[config.mk]
export PLATFORM = sky130hd
export DESIGN_NAME = secuenciador_barrido
export DESIGN_NICKNAME = d
export VERILOG_FILES = /design/src/rtl/secuenciador_barrido.sv
export SDC_FILE = /design/constraint.sdc
export NUM_CORES = 1
export LEC_CHECK = 0
export ABC_AREA = 1
export BUFFER_PORTS_ARGS = -buffer_cell sky130_fd_sc_hd__buf_2
export CAP_MARGIN = 15
export CORE_ASPECT_RATIO = 0.9
export CORE_MARGIN = 10
export CORE_UTILIZATION = 28
export CTS_BUF_LIST = sky130_fd_sc_hd__clkbuf_4
export DETAILED_ROUTE_END_ITERATION = 7
export GPL_ROUTABILITY_DRIVEN = 0
export SLEW_MARGIN = 25
export SYNTH_ARGS = -nofsm -noshare
export SYNTH_HDL_FRONTEND = slang
export SYNTH_SLANG_ARGS = --single-unit
[constraint.sdc]
create_clock -name clk -period 3.1 [get_ports clk]
set_clock_uncertainty 0.05 [all_clocks]
set_input_delay 0.93 -clock clk [delete_from_list [all_inputs] [get_ports clk]]
set_output_delay 0.93 -clock clk [all_outputs]
set_load 0.005 [all_outputs]
[src/rtl/secuenciador_barrido.sv]
// Scan sequencer for a downstream 2-to-4 decoder: walks the enabled outputs in
// a latched mask, dwelling divisor+1 cycles on each, with optional blanking.
module secuenciador_barrido #(
  parameter int ANCHO_DIV = 8,
  parameter int BLANCO    = 1
) (
  input  logic                 clk,
  input  logic                 rst,
  input  logic                 start,
  input  logic                 stop,
  input  logic                 modo,
  input  logic [3:0]           mascara,
  input  logic [ANCHO_DIV-1:0] divisor,
  output logic                 a0,
  output logic                 a1,
  output logic                 en,
  output logic                 ocupado,
  output logic                 fin
);

  typedef enum logic [1:0] {REPOSO, ACTIVO, ESPERA} estado_t;

  localparam logic [3:0] BLK_INI = (BLANCO > 0) ? 4'(BLANCO - 1) : 4'd0;

  estado_t              estado_q, estado_d;
  logic [1:0]           idx_q, idx_d;
  logic [ANCHO_DIV-1:0] cnt_q, cnt_d;
  logic [ANCHO_DIV-1:0] div_q, div_d;
  logic [3:0]           blk_q, blk_d;
  logic [3:0]           masc_q, masc_d;
  logic                 modo_q, modo_d;
  logic                 en_q, en_d;
  logic                 fin_q, fin_d;

  logic [1:0] sig_idx, cand, primero;
  logic       hallado, vuelta;

  // Next enabled index above the current one, wrapping; a lone bit maps to itself.
  always_comb begin
    sig_idx = idx_q;
    hallado = 1'b0;
    cand    = idx_q;
    for (int k = 1; k < 4; k++) begin
      cand = idx_q + 2'(k);
      if (!hallado && masc_q[cand]) begin
        sig_idx = cand;
        hallado = 1'b1;
      end
    end
    vuelta = (sig_idx <= idx_q);
  end

  always_comb begin
    if (mascara[0])      primero = 2'd0;
    else if (mascara[1]) primero = 2'd1;
    else if (mascara[2]) primero = 2'd2;
    else                 primero = 2'd3;
  end

  always_comb begin
    estado_d = estado_q;
    idx_d    = idx_q;
    cnt_d    = cnt_q;
    div_d    = div_q;
    blk_d    = blk_q;
    masc_d   = masc_q;
    modo_d   = modo_q;
    en_d     = en_q;
    fin_d    = 1'b0;
    case (estado_q)
      REPOSO: begin
        if (start && !stop) begin
          masc_d = mascara;
          modo_d = modo;
          div_d  = divisor;
          if (mascara != 4'd0) begin
            estado_d = ACTIVO;
            idx_d    = primero;
            cnt_d    = divisor;
            en_d     = 1'b1;
          end else begin
            fin_d = 1'b1;
          end
        end
      end
      ACTIVO: begin
        if (stop) begin
          estado_d = REPOSO;
          idx_d    = 2'd0;
          cnt_d    = '0;
          en_d     = 1'b0;
        end else if (cnt_q != '0) begin
          cnt_d = cnt_q - 1'b1;
        end else if (modo_q && vuelta) begin
          // Single pass ends on the wrap itself; no trailing blanking.
          estado_d = REPOSO;
          idx_d    = 2'd0;
          en_d     = 1'b0;
          fin_d    = 1'b1;
        end else if (BLANCO > 0) begin
          estado_d = ESPERA;
          blk_d    = BLK_INI;
          en_d     = 1'b0;
        end else begin
          idx_d = sig_idx;
          cnt_d = div_q;
        end
      end
      ESPERA: begin
        if (stop) begin
          estado_d = REPOSO;
          idx_d    = 2'd0;
          cnt_d    = '0;
          blk_d    = 4'd0;
          en_d     = 1'b0;
        end else if (blk_q != 4'd0) begin
          blk_d = blk_q - 1'b1;
        end else begin
          estado_d = ACTIVO;
          idx_d    = sig_idx;
          cnt_d    = div_q;
          en_d     = 1'b1;
        end
      end
      default: begin
        estado_d = REPOSO;
        idx_d    = 2'd0;
        en_d     = 1'b0;
      end
    endcase
  end

  always_ff @(posedge clk or posedge rst) begin
    if (rst) begin
      estado_q <= REPOSO;
      idx_q    <= 2'd0;
      cnt_q    <= '0;
      div_q    <= '0;
      blk_q    <= 4'd0;
      masc_q   <= 4'd0;
      modo_q   <= 1'b0;
      en_q     <= 1'b0;
      fin_q    <= 1'b0;
    end else begin
      estado_q <= estado_d;
      idx_q    <= idx_d;
      cnt_q    <= cnt_d;
      div_q    <= div_d;
      blk_q    <= blk_d;
      masc_q   <= masc_d;
      modo_q   <= modo_d;
      en_q     <= en_d;
      fin_q    <= fin_d;
    end
  end

  assign a0      = idx_q[0];
  assign a1      = idx_q[1];
  assign en      = en_q;
  assign ocupado = (estado_q != REPOSO);
  assign fin     = fin_q;

endmodule

Word level (Yosys, flattened, before mapping)
Index checks and enable logic that the tools add are counted.
{"block": "op_classes", "addsub": 5, "order_cmp": 4, "n_eq_ne": 12, "muxes": 56, "reduce_logical": 19}
{"op": "$mux 8", "n": 6}
{"op": "$mux 2", "n": 19}
{"op": "$pmux 8 s3", "n": 1}
{"op": "$mux 4", "n": 5}
{"op": "$mux 1", "n": 17}
{"op": "$ne 3x3->1 const B", "n": 5}
{"op": "$reduce_and 5->1", "n": 3}
{"op": "$pmux 2 s3", "n": 2}
{"op": "$ne 2x2->1 const B", "n": 5}
{"op": "$lt 2x3->1 const B", "n": 3}
{"op": "$pmux 4 s2", "n": 1}
{"op": "$reduce_bool 4->1", "n": 2}
{"op": "$reduce_bool 8->1", "n": 1}
{"op": "$sub 8x1->8 const B", "n": 1}
{"op": "$bmux 1 s2", "n": 3}
{"op": "$add 2x2->2 const B", "n": 2}
{"op": "$logic_and 1x1->1", "n": 4}
{"op": "$reduce_and 4->1", "n": 1}
{"op": "$reduce_bool 2->1", "n": 2}
{"op": "$sub 4x1->4 const B", "n": 1}
{"op": "$logic_not 1->1", "n": 3}
{"op": "$pmux 1 s3", "n": 1}
{"op": "$reduce_bool 3->1", "n": 1}
{"op": "$add 2x1->2 const B", "n": 1}
{"op": "6 further kinds", "n": 6}
{"block": "word_totals", "reg_bits": 31, "inputBits": 17, "output_inout_bits": 5, "wordCells": 105}

Depth between registers and ports, before layout
{"block": "logic_depth", "ltp_word": 16, "mapped_depth": 19, "mapped_depth_nobuf": 18}

Worst setup path before layout
OpenSTA, ideal clock, no wires.
{"block": "synth_timing", "path_kind": "reg2reg", "start": "reg idx_q[0]", "end": "reg idx_q[1]", "setup_ns": 0.117, "t_arrival_ns": 2.292, "t_required_ns": 2.933, "slack_ns": 0.642, "stages_incl_launch_ff": 20, "n_path_buf": 1, "period_less_slack_ns": 2.458, "path_cell_list": "dfrtp_1 > buf_6 > inv_4 > nand2_1 > nand2_1 > nand2_2 > nand2_2 > nor2_2 > nand2_1 > nand3_1 > and2_1 > ha_1 > inv_1 > o21bai_1 > a21boi_0 > nor2_1 > nor2_1 > inv_1 > nand2_1 > nand2_1"}
{"block": "synth_via", "elab_chain_cells": 14, "elab_cells_between_ends": 25, "cone_classes": "add/sub: 3; order compare: 1; eq/ne: 1; mux: 14; reduce/logical: 6"}
{"item": "from (decl)", "line": "26", "rtl": "logic [1:0] idx_q, idx_d;"}
{"item": "from (signal assigned)", "line": "146", "rtl": "idx_q <= idx_d;"}
{"item": "$add 2x1->2", "line": "44", "rtl": "cand = idx_q + 2'(k);"}
{"item": "$bmux 1 s2", "line": "45", "rtl": "if (!hallado && masc_q[cand]) begin"}
{"item": "$mux 1 (implied by the code)", "line": "45"}
{"item": "$mux 1", "line": "45"}
{"item": "$logic_not 1->1", "line": "45"}
{"item": "$logic_and 1x1->1", "line": "45"}
{"item": "$mux 1", "line": "45"}
{"item": "$logic_not 1->1", "line": "45"}
{"item": "$logic_and 1x1->1", "line": "45"}
{"item": "$mux 2", "line": "45"}
{"item": "$le 2x2->1", "line": "50", "rtl": "vuelta = (sig_idx <= idx_q);"}
{"item": "$logic_and 1x1->1", "line": "94", "rtl": "end else if (modo_q && vuelta) begin"}
{"item": "$ne 3x3->1 (no line)"}
{"item": "$reduce_and 5->1 (no line)"}
Parallel ways exist; a longest one is shown, timed or not. The select of a mux whose other input is x is not followed.
A chain may end at the register's enable or synchronous reset.

Final worst setup path
{"block": "layout_timing", "start": "reg idx_q[0]", "end": "reg idx_q[0]"}
Same word-level chain as after synthesis.

==> summary.txt <==
Logic synthesis
  • Post-Synth XOR/XNOR Area: 0.01288
  • Post-synth top area cell: dfrtp_1
  • Mapped cell area: 0.002041 mm^2
  • Synth Area in Compound Gates: 0.1337
  • Sequential share of the synthesized area: 0.3801
  • Top cell type's share of synthesized area: 0.3801
  • Post-Synth Adder-Cell Area: 0.05518
  • Synth Area in Simple Gates: 0.3053
  • Yosys warnings: 0
  • Synth area leaders: dfrtp_1 38%, nand2_1 15%, inv_1 6.6%, nand3_1 6.1%, ha_1 5.5%
  • Post-synthesis mux area share: 0.01655
  • Synthesized area per cell: 7.394 um^2
  • Synth Register Bits: 31
  • Largest family of logic cells by synthesized area: simple AND/OR/NAND/NOR gates
  • Synthesized instance count: 276
  • Net count after synthesis: 302
  • Distinct cells, synth: 35

Floorplan
  • Core outline area: 0.007076 mm^2
  • Cell Rows: 29
  • Initial core utilization: 0.2884
  • Die area: between 0.01 and 0.015 mm^2
  • Die width: approximately 110 um
  • Top Ports: 22
  • Die height: between 100 and 150 um

Route
  • WL per Instance: 11.80 um
  • ANT nets after route: 0
  • DR vias/cell: 4.517
  • Final wirelength: around 4.6 mm
  • Drt pass-1 iters: 4
  • Remaining DRCs: 0
  • Initial DRC count: between 40 and 50
  • Total number of vias: 1775

Clock network
  • Clock-pin slew on the worst setup and hold paths: around 0.090 ns
  • CTS root buffer: clkbuf_4
  • CTS tree: built
  • CTS resizes: 0
  • Cts bufs inserted: 5
  • H-tree levels: 2
  • # hold bufs at CTS: 0
  • Post-CTS setup buffer count: 0
  • Maximum root-to-sink buffer count: 2
  • Sink count of the clock tree: 31
  • Clock Latency Late Sink: 0.33 ns

Cells and area
  • Area Growth Syn to Fin: 12.20%
  • Fill cell count: 763
  • Layout cells sized above 1: 0.1933
  • Final Instance Area: 0.002290 mm^2
  • Final std cells w/o fill: 393
  • Antenna diodes: 0
  • Post-layout nets: about 330

Power and ir drop
  • P_int: 1.182 mW
  • Max VDD drop: 236.6 uV
  • Pwr Density: 1006 mW/mm^2
  • Seq pwr share: 0.316
  • Pwr Total: 2.303 mW
  • Sw Ratio: 0.4866
  • Clock network fraction of total power: 0.098
  • Logic pwr share: 0.585
  • P_sw: 1.121 mW
  • P_leak: about 1.2 nW

Placed design
  • Placed instance count: 387
  • DP HPWL: 3.505 mm
  • Port bufs: 21
  • Cell Area, Placed: 0.002245 mm^2

Global routing
  • Vias in the first global route: ~1700
  • GRT Total Usage: 0.08965
  • Total gr overflow: 0
  • First-pass GRT wire length: 8.107 mm
  • Initial antenna violation count: 0
  • Largest net degree at the start of global routing: 32

Critical path
  • Most common cell on crit path: nand2_1
  • Slowest CP cell: dfrtp_1
  • R2R Path Start: idx_q[0]
  • CP startpoint: idx_q[0]
  • Crit end category: flop
  • Worst-path maximum fanout: 11
  • Crit path required time: ~3.3 ns
  • Biggest cell delay along the critical path: 0.59 ns
  • Setup CP Type: reg -> reg
  • Crit-path cells: inv_4, nand2_1, nand2_1, nand2_2, nand2_2, nor2_2, nand3_1, and2_1, ha_1, inv_1, o21bai_1, a21boi_0, nor2_1, nor2_1, inv_1, nand2_1, nand2_1
  • Critical Path Start Type: flop
  • Critical path arrival: a little under 3 ns

Min path
  • Class of the worst hold path: reg -> reg
  • Min-delay src: div_q[6]

STA
  • Slew Limit Fails: 0
  • Relative slew slack: 0.6053
  • Setup TNS: 0 ns
  • RSZ-0062 raised after global routing: no
  • Final setup vio count: 0
  • Tcrit/Tclk final: 0.8837
  • Max Freq: 365.0 MHz
  • Fin. Hold Viols: 0
  • Tmin final: 2.739 ns
  • Slew @ Worst Pin: between 0.5 and 0.6 ns

Flow run
  • Max-cap violation count: 0

Run status
  • Status: complete, no violations
critical path: cells and delay by family (launching register included):
family	cells	cell delay, ns
AO/OA/AOI/OAI	2	0.38
adder cells (fa/ha/maj)	1	0.28
buffers and inverters	3	0.23
flip-flops	1	0.59
AND/OR/NAND/NOR	11	1.10
layout make-up:
class	instances	area, um^2	area share
Tap cell	93	116.4	0.05082
Multi-Input combinational cell	198	1069	0.4667
Sequential cell	31	775.7	0.3388
Timing Repair Buffer	24	127.6	0.05574
Inverter	41	156.4	0.06831
Clock buffer	6	45.04	0.01967
cells by family (layout without fill, tap and decap cells):
logic type | count (synthesis) | after routing
AOI/OAI and AO/OA | 43 | 43
xor gates and xnor gates | 3 | 3
adders and majority gates | 9 | 9
buffers and inverters | 47 | 71
DFF | 31 | 31
muxes | 3 | 3
and+or+nand+nor | 140 | 140
state kept, by name, indices dropped and copies added (netlist names):
signal / flops
fin: 1
div_q: 8
modo_q: 1
blk_q: 4
cnt_q: 8
idx_q: 2
masc_q: 4
en: 1
estado_q: 2
per-layer routing:
layer	GRT usage	up-vias	share of wire
met2	0.1358	33	0.45
met5	0	-	0
met3	0.03581	4	0.062
li1	-	935	-
met4	0.01500	0	0.0063
met1	0.1183	803	0.48
cell usage after synthesis, drive strengths merged:
cell and number:
nand2 91, inv 41, dfrtp 31, o21ai 29, nand3 25, nor2 14
ha 9, a21oi 6, buf 4, mux2 3, nand4 3, clkbuf 2
nor3 2, nor4 2, xor2 2, a211oi 1, a21boi 1, a22oi 1
a31oi 1, and2 1, nand3b 1, o211ai 1, o21bai 1, o22ai 1
o31ai 1, or2 1, xnor2 1
per-stage QoR:
step,setup slack [ns],hold WS (ns),utilization
final,0.3606,0.4441,0.3236
after global routing,0.009110,0.4772,0.3236
after CTS,0.3788,0.4505,0.3236
after detailed placement,0.4162,0.4264,0.3172
after global placement,0.4686,0.4202,0.3172
after floorplan,0.6417,0.4034,-
power by group through the flow:
stage	clock [mW]	sequential [mW]	combinational, mW
2_1_floorplan	0	0.694	1.13
3_3_place_gp	0	0.732	1.33
3_5_place_dp	0	0.736	1.35
4_1_cts	0.236	0.729	1.36
5_1_grt	0.259	0.759	1.56
6_report	0.227	0.728	1.35
final timing paths:
kind	depth (start not counted)	slack, ns	to
worst max-delay path	17	0.36	idx_q[0]
worst min-delay path	2	0.44	div_q[6]
worst max register to register	17	0.36	idx_q[0]
worst min register to register	2	0.44	div_q[6]
max in group asynchronous	3	2.08	masc_q[0]
min in group asynchronous	3	0.62	cnt_q[7]
cells in the final DEF (no fill, tap or decap):
master,n
o31ai_1,1
ha_1,9
mux2_2,3
and2_1,1
nand3_1,25
nand3b_1,1
nor2_1,12
dfrtp_1,31
or2_1,1
inv_4,1
buf_4,3
clkbuf_4,6
o22ai_2,1
a211oi_1,1
nor2_2,1
xnor2_1,1
nor4_1,1
a21boi_0,1
a21oi_1,6
nor4_4,1
nand2_2,7
o21bai_1,1
nand2_1,84
o21ai_2,9
xor2_1,2
o21ai_0,20
nor3_1,2
a22oi_1,1
nor2_4,1
inv_2,4
nand4_1,3
buf_2,21
o211ai_1,1
a31oi_1,1
inv_1,36
Note: power is estimated with default switching activity, not from simulation.
